**config.mk**
```make
export PLATFORM = sky130hd
export DESIGN_NAME = pwm_deadtime
export DESIGN_NICKNAME = d
export VERILOG_FILES = /design/src/rtl/pwm_pkg.sv /design/src/rtl/pwm_deadtime_dt_timer.sv /design/src/rtl/pwm_deadtime.sv
export SDC_FILE = /design/constraint.sdc
export NUM_CORES = 1
export LEC_CHECK = 0
export ABC_AREA = 1
export CORE_MARGIN = 2
export CORE_UTILIZATION = 30
export DETAILED_ROUTE_END_ITERATION = 8
export PLACE_DENSITY = 0.5
export SLEW_MARGIN = 20
export SYNTH_ARGS = -nofsm -noshare
export SYNTH_HDL_FRONTEND = slang
export SYNTH_SLANG_ARGS = --single-unit
```
**constraint.sdc**
```tcl
create_clock -name clk -period 1.85 [get_ports clk]
set_input_delay 0.37 -clock clk [delete_from_list [all_inputs] [get_ports clk]]
set_output_delay 0.37 -clock clk [all_outputs]
set_load 0.02 [all_outputs]
```
**src/rtl/pwm_pkg.sv**
```systemverilog
// Shared definitions for the PWM generator and its dead-time gate-drive stage.
package pwm_pkg;

  localparam int unsigned PWM_DT_W_DEFAULT = 8;
  localparam int unsigned PWM_PERIOD       = 255;

  // Flop index of each one-hot state, so outputs can tap a single flop.
  localparam int unsigned PWM_DT_OFF_BIT   = 0;
  localparam int unsigned PWM_DT_TO_HS_BIT = 1;
  localparam int unsigned PWM_DT_HS_ON_BIT = 2;
  localparam int unsigned PWM_DT_TO_LS_BIT = 3;
  localparam int unsigned PWM_DT_LS_ON_BIT = 4;
  localparam int unsigned PWM_DT_FAULT_BIT = 5;

  typedef enum logic [5:0] {
    PWM_DT_OFF   = 6'b00_0001,
    PWM_DT_TO_HS = 6'b00_0010,
    PWM_DT_HS_ON = 6'b00_0100,
    PWM_DT_TO_LS = 6'b00_1000,
    PWM_DT_LS_ON = 6'b01_0000,
    PWM_DT_FAULT = 6'b10_0000
  } pwm_dt_state_e;

endpackage

```
**src/rtl/pwm_deadtime_dt_timer.sv**
```systemverilog
// Dead-time down-counter: loads a count on request, then decrements and
// saturates at zero; expired reads true once the count has reached zero.
module dt_timer #(
  parameter int unsigned DT_W = 8
) (
  input  logic            clk,
  input  logic            rst_n,
  input  logic            load,
  input  logic [DT_W-1:0] value,
  output logic            expired
);

  logic [DT_W-1:0] count_q;

  // NOTE: sequential state is only ever assigned with <= so every flop
  // samples the pre-edge values of its neighbours.
  always_ff @(posedge clk) begin
    if (!rst_n) begin
      count_q <= '0;
    end else if (load) begin
      count_q <= value;
    end else if (count_q != '0) begin
      count_q <= count_q - DT_W'(1);
    end
  end

  assign expired = (count_q == '0);

endmodule

```
**src/rtl/pwm_deadtime.sv**
```systemverilog
// Complementary high/low-side gate drive with programmable dead time on every
// changeover, drive enable and a latched fault shutdown.
module pwm_deadtime
  import pwm_pkg::*;
#(
  parameter int unsigned DT_W = PWM_DT_W_DEFAULT
) (
  input  logic            clk,
  input  logic            rst_n,
  input  logic            en,
  input  logic [DT_W-1:0] dead_cycles,
  input  logic            pwm_in,
  input  logic            fault_in,
  input  logic            fault_clr,
  output logic            hs_out,
  output logic            ls_out,
  output logic            dt_active,
  output logic            fault_flag
);

  pwm_dt_state_e   state_q;
  pwm_dt_state_e   state_next;
  logic            pwm_q;
  logic            dt_load;
  logic            dt_expired;
  logic [DT_W-1:0] dt_value;

  always_ff @(posedge clk) begin
    if (!rst_n) begin
      state_q <= PWM_DT_OFF;
      pwm_q   <= 1'b0;
    end else begin
      state_q <= state_next;
      pwm_q   <= pwm_in;
    end
  end

  // NOTE: every variable written in this block gets its default first, so no
  // path through the case leaves it unassigned and no latch is inferred.
  always_comb begin
    state_next = state_q;
    if (fault_in) begin
      state_next = PWM_DT_FAULT;
    end else if (!en && state_q != PWM_DT_FAULT) begin
      state_next = PWM_DT_OFF;
    end else begin
      case (state_q)
        PWM_DT_OFF:   state_next = pwm_q ? PWM_DT_TO_HS : PWM_DT_TO_LS;
        PWM_DT_TO_HS,
        PWM_DT_TO_LS: if (dt_expired) state_next = pwm_q ? PWM_DT_HS_ON : PWM_DT_LS_ON;
        PWM_DT_HS_ON: if (!pwm_q) state_next = PWM_DT_TO_LS;
        PWM_DT_LS_ON: if (pwm_q) state_next = PWM_DT_TO_HS;
        PWM_DT_FAULT: if (fault_clr) state_next = PWM_DT_OFF;
        default:      state_next = PWM_DT_OFF;
      endcase
    end
  end

  // A dead time of zero would let one side rise on the same edge the other
  // falls, so zero is widened to a single cycle.
  assign dt_value = (dead_cycles == '0) ? '0 : dead_cycles - DT_W'(1);
  assign dt_load  = (state_next == PWM_DT_TO_HS || state_next == PWM_DT_TO_LS) &&
                    (state_next != state_q);

  dt_timer #(
    .DT_W (DT_W)
  ) u_dt_timer (
    .clk     (clk),
    .rst_n   (rst_n),
    .load    (dt_load),
    .value   (dt_value),
    .expired (dt_expired)
  );

  assign hs_out     = state_q[PWM_DT_HS_ON_BIT];
  assign ls_out     = state_q[PWM_DT_LS_ON_BIT];
  assign dt_active  = state_q[PWM_DT_TO_HS_BIT] | state_q[PWM_DT_TO_LS_BIT];
  assign fault_flag = state_q[PWM_DT_FAULT_BIT];

endmodule
```
* Word-level counts from Yosys, hierarchy flattened
Index checks and enable logic that the tools add are counted.
** Word-level totals
- Bits in registers :: 15
- Bits in latches :: 0
- RAM bits :: 0
- ROM bits :: 0
- Input port bits :: 14
- Logic and storage cells :: 37
- Memories kept :: 0
** Cells by class
- Add/sub/neg operators :: 2
- Multiply operators :: 0
- Divide/modulo/power cells :: 0
- Order comparisons :: 0
- Equality and inequality tests :: 10
- Shift-type cells :: 0
- Muxes and demuxes :: 12
- Bitwise gates (word level) :: 1
- Reductions and logical operators :: 9
** Operators by type and width (number)
- 2-to-1 mux 6 bit :: 6
- case mux 6 bit (5 select lines) :: 1
- 2-to-1 mux 8 bit :: 3
- logical NOT 8 bit :: 2
- subtractor 8 x 1 -> 8 bit (second input constant) :: 2
- == test 6 x 2 -> 1 bit (second input constant) :: 2
- == test 6 x 4 -> 1 bit (second input constant) :: 2
- nonzero test 8 bit :: 1
- == test 6 x 1 -> 1 bit (second input constant) :: 1
- == test 6 x 3 -> 1 bit (second input constant) :: 1
- == test 6 x 5 -> 1 bit (second input constant) :: 1
- == test 6 bit (second input constant) :: 1
- != test 6 bit :: 1
- != test 6 bit (second input constant) :: 1
- 2-to-1 mux 5 bit :: 1
- 2-to-1 mux 4 bit :: 1
- logical AND 1 bit :: 2
- nonzero test 2 bit :: 1
- OR reduction 2 bit :: 1
- logical NOT 1 bit :: 1
- logical OR 1 bit :: 1
- bitwise OR 1 bit :: 1

* Logic depth before layout (Yosys ltp)
- Depth after elaboration :: 9
- Gate-level depth with buffers :: 17
- Depth with buffers taken out :: 17

* By module
From an unflattened synthesis, not the netlist that was laid out.
** Second synthesis, totals
- Cell total of the unflattened synthesis :: 212
- Area total of the unflattened synthesis :: 1285.0 um^2
** By module, submodules not included
- pwm_deadtime :: instances 1, cells an instance 142, area an instance 807.0 um^2
- dt_timer :: instances 1, cells an instance 70, area an instance 478.0 um^2

* Worst setup path after synthesis
OpenSTA, ideal clock, no wires.
- Path type :: register to register
- Start point :: reg u_dt_timer.count_q[1]
- End point :: reg u_dt_timer.count_q[1]
- Setup time :: 125 ps
- Arrival time :: 1708 ps
- Slack :: 17 ps
- Stages on the path, launching flop included :: 17
- Path buffers :: 0
- Cell sequence :: dfxtp_1 -> inv_1 -> ha_1 -> nand2_1 -> clkinv_1 -> nand2_2 -> nand3_1 -> nand3_1 -> nand3_2 -> nand2_1 -> nand3_2 -> nor2_4 -> nand2_2 -> nand2_4 -> nand2_1 -> nand2_1 -> a21oi_2
** Between the ends
- Longest elaborated chain between the ends :: 9
- Elaborated cells on any way between the ends :: 15
- Classes of those cells :: add/sub: 1; eq/ne: 3; mux: 6; reduce/logical: 5
** RTL lines
- start, declared :: RTL line pwm_deadtime_dt_timer.sv:13 : logic [DT_W-1:0] count_q;
- start signal, assigned :: RTL line pwm_deadtime_dt_timer.sv:21 : count_q <= value;
- start signal, assigned :: RTL line pwm_deadtime_dt_timer.sv:23 : count_q <= count_q - DT_W'(1);
- logical NOT 8 bit :: RTL line pwm_deadtime_dt_timer.sv:27 : assign expired = (count_q == '0);
- 2-to-1 mux 6 bit :: RTL line pwm_deadtime.sv:50 : PWM_DT_TO_LS: if (dt_expired) state_next = pwm_q ? PWM_DT_HS_ON : PWM_DT_LS_ON;
- case mux 6 bit (5 select lines) :: RTL line pwm_deadtime.sv:47 : case (state_q)
- 2-to-1 mux 6 bit :: RTL line pwm_deadtime.sv:44 : end else if (!en && state_q != PWM_DT_FAULT) begin
- 2-to-1 mux 6 bit :: RTL line pwm_deadtime.sv:42 : if (fault_in) begin
- == test 6 x 2 -> 1 bit / == test 6 x 4 -> 1 bit (equally long branches) :: RTL line pwm_deadtime.sv:62 : assign dt_load = (state_next == PWM_DT_TO_HS || state_next == PWM_DT_TO_LS) &&
- logical OR 1 bit :: RTL line pwm_deadtime.sv:62
- logical AND 1 bit :: RTL line pwm_deadtime.sv:62
- 2-to-1 mux 8 bit / nonzero test 2 bit (equally long branches)
Parallel ways exist; a longest one is shown, timed or not. The select of a mux whose other input is x is not followed.
A chain may end at the register's enable or synchronous reset.

* Worst setup path in the final report
- Start point :: reg u_dt_timer.count_q[7]
- End point :: reg u_dt_timer.count_q[1]
The elaborated chain is that of the path after synthesis.

==> run_results.csv <==
group,metric,value,unit
run_status,status,"finished, violations left",
run_status,violated_checks,"setup timing",
detailed_routing,drt_iter0_markers,68,
power_and_ir_drop,p_leak,0.000987,uW
logic_synthesis,synth_area,1250,um^2
timing,final_max_slew_viol_count,0,
run,drv_cap,0,
hold_path,hold_end,"u_dt_timer.count_q[1]$_SDFFE_PN0P_",
global_routing,grt_pass1_vias,1409,
critical_path,worstPathMaxFanout,5,
critical_path,start_kind,"register",
power_and_ir_drop,vdd.ir_drop.worst,414,uV
finish,num_antenna_cells,0,
logic_synthesis,cell_with_the_most_instances_after_synthesis,"nand2_1",
placed_design,placed_cells,307,
logic_synthesis,synth_adder_area_share,3.00,%
logic_synthesis,ys.flop_type,"dfxtp_1",
floorplanning,floorplan.die.width,68.6,um
logic_synthesis,synth_edf_count,0,
critical_path,setup.worst_path.end_class,"register",
timing,final.hold.worst_slack,0.597,ns
critical_path,cp.required,1.97,ns
clock_tree,max-clock-path-buffers,2,
floorplanning,core_area,4000,um^2
critical_path,critical_path_arrival,2.04,ns
floorplanning,io_pins,18,
critical_path,worstRegToRegCells,15,
timing,relSlewSlack,74.6,%
detailed_routing,firstDrtPassIters,4,
logic_synthesis,synth.top_cells.by_count,"nand2_1 (46), nor2_1 (25), nand3_1 (20), inv_1 (18), dfxtp_1 (15)",
finish,utilization,52.9,%
timing,timing.final.setup_violations,8,
timing,hold_violations_final,0,
logic_synthesis,synth.largest_area_cell,"dfxtp_1",
finish,design_area,2120,um^2
logic_synthesis,synth_xor_xnor_area_share,4.90,%
logic_synthesis,synthesis.nets,214,
clock_tree,cts-buffers-inserted,3,
power_and_ir_drop,powerDensity,1080,nW/um^2
global_routing,globalRouteTotalUtil,17.2,%
hold_path,timing.hold.worst.start,"u_dt_timer.count_q[1]$_SDFFE_PN0P_",
placed_design,detailed_place.area,1820,um^2
critical_path,crit-reg2reg-launch,"u_dt_timer.count_q[7]$_SDFFE_PN0P_",
critical_path,setup.worst_path.class,"reg2reg",
timing,min_period_over_period,104,%
logic_synthesis,synth_cell_type_count,27,
clock_tree,insertion_delay,0.25,ns
logic_synthesis,fraction_of_synthesized_cell_area_taken_by_the_top_area_cell_type,24.0,%
finish,post_route_cells_drive_above_1_share,46.1,%
detailed_routing,route.final.wire_length,3440,um
floorplanning,floorplan.rows,23,
logic_synthesis,synth_top_family_by_area,"simple AND/OR/NAND/NOR gates",
hold_path,min-delay-path-class,"reg2reg",
critical_path,reg2reg_slack,-0.07,ns
detailed_routing,routed_via_density,4.46,
clock_tree,cts-hold-fix-buffers,0,
logic_synthesis,netlist_top_cells_area,"dfxtp_1 (24%), nand2_1 (14%), nand3_1 (8.0%)",
global_routing,grt-ovfl-total,0,
logic_synthesis,yosys.area_share.simple,48.7,%
placed_design,hpwl,2600,um
global_routing,grt_start_max_net_pins,11,
critical_path,crit-reg2reg-capture,"u_dt_timer.count_q[1]$_SDFFE_PN0P_",
floorplanning,initial_cell_density_of_the_core,31.3,%
detailed_routing,route.vias.total,1431,
clock_tree,root_buffer,"clkbuf_8",
floorplanning,die_h,68.6,um
logic_synthesis,ys_warn_count,0,
logic_synthesis,postSynthRegisterBits,15,
clock_tree,tritoncts_clock_tree,"yes",
logic_synthesis,synthCells,197,
logic_synthesis,syn_area_per_cell,6.35,um^2
clock_tree,cts.reportedPaths.clkPinSlew,0.06,ns
logic_synthesis,ys_async_sr_fraction,0,%
placed_design,numPortBuffers,17,
timing,finalClockSkew,0.00311,ns
logic_synthesis,share_of_the_synthesized_area_in_compound_gates_ao_oa_aoi_oai,11.6,%
timing,maxClockFrequency,521,MHz
timing,worst_slew_pin_tran,0.380,ns
global_routing,antenna_found_initial,0,
timing,setup_repair_after_global_routing_missed_its_margin,"yes",
timing,fin_ws,-0.0679,ns
clock_tree,clock_sink_count,15,
timing,finalWorstPathRequiredPeriod,1.92,ns
logic_synthesis,synth.yosys.seq_area_share,24.0,%
clock_tree,htree_num_levels,1,
logic_synthesis,synthMuxAreaShare,0,%
placed_design,gp_routability_congestion,0.844,
global_routing,wire_length_of_the_first_global_routing_pass,6180,um
detailed_routing,wl_per_cell,10.7,um
floorplanning,fp.dieArea,4700,um^2
hold_path,hold_path_stages,3,
finish,area_growth_syn_to_layout,69.2,%
finish,finish.net_count,289,
finish,layoutNonFillerInstCount,321,
detailed_routing,post_drt_antenna_nets,0,
detailed_routing,detail_route.drc_violations,0,
metal layers:
layer  track usage, %  routed length (um)
met3             1.46                  60
met4             4.50                  33
met2             28.7                1590
met5                0                   0
met1             23.8                1760
critical path: stages (launching register included):
cell,delay (ns)
dfxtp_1,0.32
nor2_2,0.20
nand2_4,0.08
buf_6,0.13
nor2_4,0.12
nand3_2,0.08
nand2_2,0.08
nand4_1,0.08
nand2_1,0.10
nand3_2,0.09
nor2_4,0.15
nand2_4,0.11
nand2_8,0.10
nand2_2,0.05
nand2_2,0.06
a21oi_2,0.04
flip-flops by register name (all words and copies together) (netlist names):
register and flops:
u_dt_timer.count_q 8, state_q 6, pwm_q 1
per-stage QoR:
| step | power (uW) | setup TNS (ns) | setup WS (ns) |
|---|---|---|---|
| floorplan | 1220 | 0 | 0.0171 |
| global placement | 1680 | -1.58 | -0.258 |
| detailed placement | 1670 | -1.51 | -0.230 |
| CTS | 2100 | -0.247 | -0.0529 |
| global route | 2470 | -1.65 | -0.230 |
| finish | 2280 | -0.426 | -0.0679 |
report_power, final:
group          internal [uW]  switching, uW
clock network            153            124
logic                    751            781
registers                416           53.3
cell type report:
cell class	instances	area [um^2]
Fill cell	418	1880
Sequential cell	15	315
Clock buffer	4	45.0
Tap cell	50	62.6
Inverter	26	101
Timing Repair Buffer	69	583
Multi-Input combinational cell	157	1010
what timing repair did:
action / 4_1_cts / 5_1_grt
setup endpoints to repair: 8 / 9
buffers inserted: 8 / 1
pin swaps: 16 / 13
gates cloned: 1 / 0
resized for setup: 33 / 20
cells by family (layout without fill, tap and decap cells):
logic type                 after synthesis  count (layout)
buffers and inverters                   26              99
AOI/OAI and AO/OA                       24              24
DFF                                     15              15
adders and majority gates                3               3
and+or+nand+nor                        122             123
xor gates and xnor gates                 7               7
worst max path at each step:
stage	startpoint	end	slack (ns)	cells after the start
3_3_place_gp	en	u_dt_timer.count_q[3]$_SDFFE_PN0P_	-0.26	12
6_report	u_dt_timer.count_q[7]$_SDFFE_PN0P_	u_dt_timer.count_q[1]$_SDFFE_PN0P_	-0.07	15
4_1_cts	state_q[1]$_SDFF_PN0_	u_dt_timer.count_q[1]$_SDFFE_PN0P_	-0.05	13
2_1_floorplan	u_dt_timer.count_q[1]$_SDFFE_PN0P_	u_dt_timer.count_q[1]$_SDFFE_PN0P_	0.02	16
5_1_grt	u_dt_timer.count_q[7]$_SDFFE_PN0P_	u_dt_timer.count_q[4]$_SDFFE_PN0P_	-0.23	15
3_5_place_dp	en	u_dt_timer.count_q[4]$_SDFFE_PN0P_	-0.23	12
cell usage in the layout, fill, tap and decap left out, drive strengths merged, types with 4 or more instances in the layout:
| master | n |
|---|---|
| nand2 | 55 |
| buf | 52 |
| nor2 | 32 |
| inv | 25 |
| nand3 | 25 |
| clkdlybuf4s50 | 16 |
| dfxtp | 15 |
| o21ai | 14 |
| a21oi | 6 |
| xor2 | 4 |
| clkbuf | 4 |
No activity file was read; power rests on OpenSTA's default activity.
